[config.mk]
export PLATFORM = sky130hd
export DESIGN_NAME = mem_stage_pipe
export DESIGN_NICKNAME = d
export VERILOG_FILES = /design/src/rtl/mem_stage_pkg.sv /design/src/rtl/mem_stage_pipe_mem.sv /design/src/rtl/mem_stage_pipe.sv
export SDC_FILE = /design/constraint.sdc
export NUM_CORES = 2
export LEC_CHECK = 0
export ABC_CLOCK_PERIOD_IN_PS = 11900
export CAP_MARGIN = 25
export CORE_ASPECT_RATIO = 1.1
export CORE_UTILIZATION = 48
export DETAILED_ROUTE_END_ITERATION = 10
export DONT_BUFFER_PORTS = 1
export MAX_ROUTING_LAYER = met4
export SYNTH_ARGS = -nofsm -noshare
export SYNTH_HDL_FRONTEND = slang
export SYNTH_SLANG_ARGS = --single-unit
[constraint.sdc]
create_clock -name clk -period 11.9 [get_ports clk]
set_clock_uncertainty 0.05 [all_clocks]
set_input_delay 2.38 -clock clk [delete_from_list [all_inputs] [get_ports clk]]
set_output_delay 2.38 -clock clk [all_outputs]
set_load 0.005 [all_outputs]
[src/rtl/mem_stage_pkg.sv]
// rtl/mem_stage_pkg.sv - shared types and default widths for the MEM stage
package mem_stage_pkg;

    localparam int DATA_W_DEF = 16;
    localparam int ADDR_W_DEF = 16;
    localparam int REG_W_DEF  = 3;

    // Request fields are sized for the widest supported build; users slice to their width.
    localparam int DATA_W_MAX = 64;
    localparam int IDX_W_MAX  = 32;
    localparam int REG_W_MAX  = 8;

    typedef enum logic {
        IDLE = 1'b0,
        BUSY = 1'b1
    } state_t;

    typedef struct packed {
        logic                  rd;
        logic                  wr;
        logic                  m2r;
        logic [IDX_W_MAX-1:0]  idx;
        logic [DATA_W_MAX-1:0] wdata;
        logic [DATA_W_MAX-1:0] alu;
        logic [REG_W_MAX-1:0]  rd_idx;
        logic                  regwr;
    } mem_req_t;

endpackage

[src/rtl/mem_stage_pipe_mem.sv]
// rtl/mem_stage_pipe_mem.sv - word-addressed data memory, sync write, async read
module data_mem_array #(
    parameter int DATA_W = 16,
    parameter int DEPTH  = 256,
    parameter int IDX_W  = $clog2(DEPTH)
) (
    input  logic              clk,
    input  logic              we,
    input  logic [IDX_W-1:0]  idx,
    input  logic [DATA_W-1:0] wdata,
    output logic [DATA_W-1:0] rdata
);

    logic [DATA_W-1:0] mem [DEPTH];

    always_ff @(posedge clk) begin
        if (we) begin
            mem[idx] <= wdata;
        end
    end

    assign rdata = mem[idx];

endmodule

[src/rtl/mem_stage_pipe.sv]
// rtl/mem_stage_pipe.sv - MEM stage with multi-cycle data memory and MEM/WB register
// Optional address range check: MEM_ADDR_CHECK_EN
module mem_stage_pipe
    import mem_stage_pkg::*;
#(
    parameter int DATA_W  = DATA_W_DEF,
    parameter int ADDR_W  = ADDR_W_DEF,
    parameter int DEPTH   = 256,
    parameter int MEM_LAT = 2,
    parameter int REG_W   = REG_W_DEF
) (
    input  logic              clk,
    input  logic              rst_n,
    input  logic              in_valid,
    input  logic              mem_read,
    input  logic              mem_write,
    input  logic              mem_to_reg,
    input  logic [ADDR_W-1:0] addr,
    input  logic [DATA_W-1:0] write_data,
    input  logic [DATA_W-1:0] alu_data,
    input  logic [REG_W-1:0]  rd_in,
    input  logic              reg_write_in,
    input  logic              flush,
    output logic              stall,
    output logic              wb_valid,
    output logic [DATA_W-1:0] wb_data,
    output logic [REG_W-1:0]  wb_rd,
    output logic              wb_reg_write,
    output logic              addr_err
);

    localparam int         IDX_W  = $clog2(DEPTH);
    localparam logic [3:0] LAT_M1 = (MEM_LAT > 0) ? 4'(MEM_LAT - 1) : 4'd0;

    state_t   state;
    logic [3:0] cnt;
    mem_req_t req;

    logic              busy, accept, is_mem, done, we;
    logic              cur_wr, cur_m2r, cur_regwr, cur_oob;
    logic [IDX_W-1:0]  cur_idx;
    logic [DATA_W-1:0] cur_wdata, cur_alu, rdata;
    logic [REG_W-1:0]  cur_rd_idx;

    assign busy  = (state == BUSY);
    assign stall = busy;

    // In IDLE the op may complete at its own acceptance edge, so it is served from the live inputs.
    assign cur_wr     = busy ? req.wr                    : mem_write;
    assign cur_m2r    = busy ? req.m2r                   : mem_to_reg;
    assign cur_regwr  = busy ? req.regwr                 : reg_write_in;
    assign cur_idx    = busy ? req.idx[IDX_W-1:0]        : addr[IDX_W-1:0];
    assign cur_wdata  = busy ? req.wdata[DATA_W-1:0]     : write_data;
    assign cur_alu    = busy ? req.alu[DATA_W-1:0]       : alu_data;
    assign cur_rd_idx = busy ? req.rd_idx[REG_W-1:0]     : rd_in;

    assign accept = !busy && in_valid && !flush;
    assign is_mem = mem_read || mem_write;
    assign done   = busy ? (cnt == 4'd0 && !flush)
                         : (accept && (!is_mem || MEM_LAT == 0));
    assign we     = done && cur_wr && !cur_oob;

`ifdef MEM_ADDR_CHECK_EN
    logic in_oob, req_oob;
    assign in_oob  = ((addr >> IDX_W) != '0);
    assign cur_oob = busy ? req_oob : in_oob;

    always_ff @(posedge clk or negedge rst_n) begin
        if (!rst_n) begin
            req_oob  <= 1'b0;
            addr_err <= 1'b0;
        end else begin
            addr_err <= done && cur_oob;
            if (accept) begin
                req_oob <= in_oob;
            end
        end
    end
`else
    assign cur_oob  = 1'b0;
    assign addr_err = 1'b0;
`endif

    logic unused_bits;
    assign unused_bits = ^{req, addr};

    data_mem_array #(
        .DATA_W (DATA_W),
        .DEPTH  (DEPTH),
        .IDX_W  (IDX_W)
    ) u_mem (
        .clk   (clk),
        .we    (we),
        .idx   (cur_idx),
        .wdata (cur_wdata),
        .rdata (rdata)
    );

    always_ff @(posedge clk or negedge rst_n) begin
        if (!rst_n) begin
            state        <= IDLE;
            cnt          <= 4'd0;
            req          <= '0;
            wb_valid     <= 1'b0;
            wb_data      <= '0;
            wb_rd        <= '0;
            wb_reg_write <= 1'b0;
        end else begin
            wb_valid <= done;
            if (done) begin
                wb_data      <= cur_m2r ? (cur_oob ? '0 : rdata) : cur_alu;
                wb_rd        <= cur_rd_idx;
                wb_reg_write <= cur_regwr;
            end
            if (busy) begin
                if (flush || cnt == 4'd0) begin
                    state <= IDLE;
                    cnt   <= 4'd0;
                end else begin
                    cnt <= cnt - 4'd1;
                end
            end else if (accept) begin
                req.rd     <= mem_read;
                req.wr     <= mem_write;
                req.m2r    <= mem_to_reg;
                req.idx    <= IDX_W_MAX'(addr[IDX_W-1:0]);
                req.wdata  <= DATA_W_MAX'(write_data);
                req.alu    <= DATA_W_MAX'(alu_data);
                req.rd_idx <= REG_W_MAX'(rd_in);
                req.regwr  <= reg_write_in;
                if (is_mem && MEM_LAT != 0) begin
                    state <= BUSY;
                    cnt   <= LAT_M1;
                end
            end
        end
    end

endmodule
==> results.toml <==
[status]
status = "finished clean"

[synthesis]
netlist.area_leader.share = 0.775
synth_top_family_by_area = "multiplexers"
synth-xor-area-share = 0.0000552
syn_area_um2 = 159000
synthTopCellsByArea = "edfxtp_1 77%, mux4_2 14%, nand2_1 1.3%, a22oi_1 1.2%, dfrtp_1 1.1%"
synth_cells = 7269
synth.yosys.seq_area_share = 0.786
synth-compound-area-share = 0.0306
synth_fa_ha_area_frac = 0.000158
syn_nets = 7330
async_reset_ff_frac = 0.0173
ys_warn_count = 0
yosys_most_used_dff = "edfxtp_1"
ys_ff_latch = 4168
synthMuxAreaShare = 0.150
syn_area_per_cell_um2 = 21.8
yosys.area_share.simple = 0.0212
synth_largest_area_cell = "edfxtp_1"
synth_edf_count = 4096
synth_cell_type_count = 45

[placed_design]
place_inst = 11598
dp_hpwl_mm = 241
gp_congestion = 0.866
io_buffers = 0

[finish]
drive_above_1_share = 0.265
final_nets = 7745
final.fill_count = 24529
area_delta_synth_final_pct = 13.2
final_cells = 12389

[cts]
cts_buffer_depth = 4
clock_latency_ns = 0.98
postCtsSetupBuffers = 0
cts_hold_buf = 0
cts-root-buf = "clkbuf_16"
post_cts_resized = 0
cts_tree = "built"
htree_levels = 5
clock-sinks = 4168
path_clk_slew_ns = 0.07
cts_made_buffers = 412

[setup_path]
cp_common_cell = "buf_4"
path_cells = "buf_4 > mux2_8 > buf_4 > buf_4 > mux4_2 > nand2_1 > a41oi_1 > nor4_1 > o221a_1 > a31oi_1"
crit_path_start_kind = "register"
crit_type = "reg -> reg"
worstPathMaxFanout = 54
end_kind = "register"
slowest_stage = "nor4_1"
slowest_delay_ns = 1.13
path_buf_inv = 3
crit_required_ns = 12.68
critPathArrivalTime_ns = 7.49
critPathTopFamily = "buffers and inverters"

[global_routing]
grtUsageTotal = 0.255
grt_overflow = 0
antenna_found_initial = 22
grt_max_degree = 134
grt_pass1_vias = 77215
grt_pass1_wl_mm = 583

[sta]
max_slew_margin = 0.172
hold_viol_final = 0
worstMarginPinSlew_ns = 1.23
fmax_mhz = 149
rsz0062_at_grt = "no"
period_needed_ns = 6.71
whs_ns = 0.459
drv_slew = 0
period_share = 0.564
finalSetupViolCount = 0
finalSetupTns_ns = 0

[floorplanning]
fp.dieArea_um2 = 333000
die_h_um = 605
rows = 221
start_util = 0.482
core_area_um2 = 329000
ios = 82
die_w_um = 550

[drt]
wl_per_cell_um = 33.4
ant_nets = 0
avgViaCountPerCell = 6.24
via_count = 77298
wl_mm = 413
drtIter0Drc = 9825
drc = 0
first_pass_iters = 6

[hold_path]
hold_class = "reg -> reg"

[job]
cap_violations = 0

[power]
p_per_area_nw_per_um2 = 193
p_leak_nw = 55.5
peakVddDrop_uv = 135
power_mw = 34.7
## cells by family (layout without fill, tap and decap cells)
group	after synthesis	count (layout)
AOI/OAI and AO/OA	671	671
xor gates and xnor gates	1	1
adders and majority gates	2	2
buffers and inverters	436	1189
DFF	4168	4168
muxes	1126	1126
other	1	20
and+or+nand+nor	864	864
## cell usage after synthesis, types with 3 or more instances
cell	n
a22oi_1	257
and3_1	3
clkbuf_1	201
buf_6	5
nand2_1	545
o32ai_1	6
mux2i_1	71
o21ai_0	23
a31oi_1	15
a21oi_1	134
nor2b_1	4
o221a_1	14
inv_1	9
buf_2	115
mux2_2	62
mux4_2	992
a41oi_1	120
buf_4	30
o41ai_1	40
dfrtp_1	72
nand2b_1	5
edfxtp_1	4096
o22ai_1	49
nor2_1	271
buf_1	75
nor4_1	29
## path summary, 6_finish.rpt
kind / from / end / slack [ns] / cells past startpoint
min reg2reg: req[0]$_DFFE_PN0P_ / req[0]$_DFFE_PN0P_ / 0.46 / 1
min in group asynchronous: rst_n / req[83]$_DFFE_PN0P_ / 1.06 / 0
max in group asynchronous: rst_n / stall$_DFF_PN0_ / 10.48 / 0
max: stall$_DFF_PN0_ / wb_data[12]$_DFFE_PN0P_ / 5.19 / 10
max reg2reg: stall$_DFF_PN0_ / wb_data[12]$_DFFE_PN0P_ / 5.19 / 10
min: req[0]$_DFFE_PN0P_ / req[0]$_DFFE_PN0P_ / 0.46 / 1
## layer usage
| metal | vias up | part of all wire | wire length, µm | global-route usage |
|---|---|---|---|---|
| li1 | 31410 | - | - | - |
| met1 | 41983 | 0.39 | 163000 | 0.339 |
| met2 | 3342 | 0.49 | 204000 | 0.402 |
| met3 | 563 | 0.080 | 33200 | 0.0477 |
| met4 | 0 | 0.032 | 13400 | 0.0800 |
| met5 | - | 0 | 0 | - |
## where the power goes
part / internal, mW / switching [mW]
combinational: 1.67 / 3.36
sequential: 16.9 / 0.0886
clock: 7.20 / 5.48
## per-stage QoR
stage / setup WS (ns) / instance area, µm² / utilization
after CTS: 5.22 / 179000 / 0.544
final: 5.19 / 180000 / 0.546
after floorplan: 6.51 / 159000 / -
after global routing: 4.92 / 180000 / 0.546
after detailed placement: 4.43 / 166000 / 0.505
after global placement: 4.29 / 166000 / 0.504
## cell type report
class / instances / area (µm²) / share of cell area
antenna: 19 / 47.5 / 0.000265
timing repair buffer: 428 / 3630 / 0.0202
clock inverter: 243 / 2190 / 0.0122
clock buffer: 509 / 10900 / 0.0605
sequential: 4168 / 125000 / 0.695
multi-input combinational: 2665 / 32700 / 0.182
tap: 4348 / 5440 / 0.0303
inverter: 9 / 33.8 / 0.000188
## sequential cells by signal, indices dropped and copies added (netlist names)
name / cells
wb_rd: 3
wb_valid: 1
wb_reg_write: 1
cnt: 4
u_mem.mem: 4096
wb_data: 16
stall: 1
req: 46
## cells in the final DEF (no fill, tap or decap), types with 10 or more instances in the layout
cell type / n
o221a_1: 14
nor4_1: 17
mux4_2: 992
o41ai_2: 10
nor2_1: 247
diode_2: 19
mux2_2: 45
clkbuf_16: 419
mux2_8: 18
clkinv_1: 100
clkinvlp_4: 10
edfxtp_1: 4096
buf_4: 393
dfrtp_1: 71
a41oi_1: 120
o22ai_1: 49
mux2i_1: 71
buf_12: 16
a21oi_1: 134
nor2_2: 23
nand2_2: 16
nor4_2: 12
a22oi_1: 256
o21ai_0: 23
clkbuf_1: 85
o41ai_1: 31
clkinv_2: 79
bufinv_16: 33
nand2_1: 529
a31oi_1: 15
Note: power is estimated with default switching activity, not from simulation.
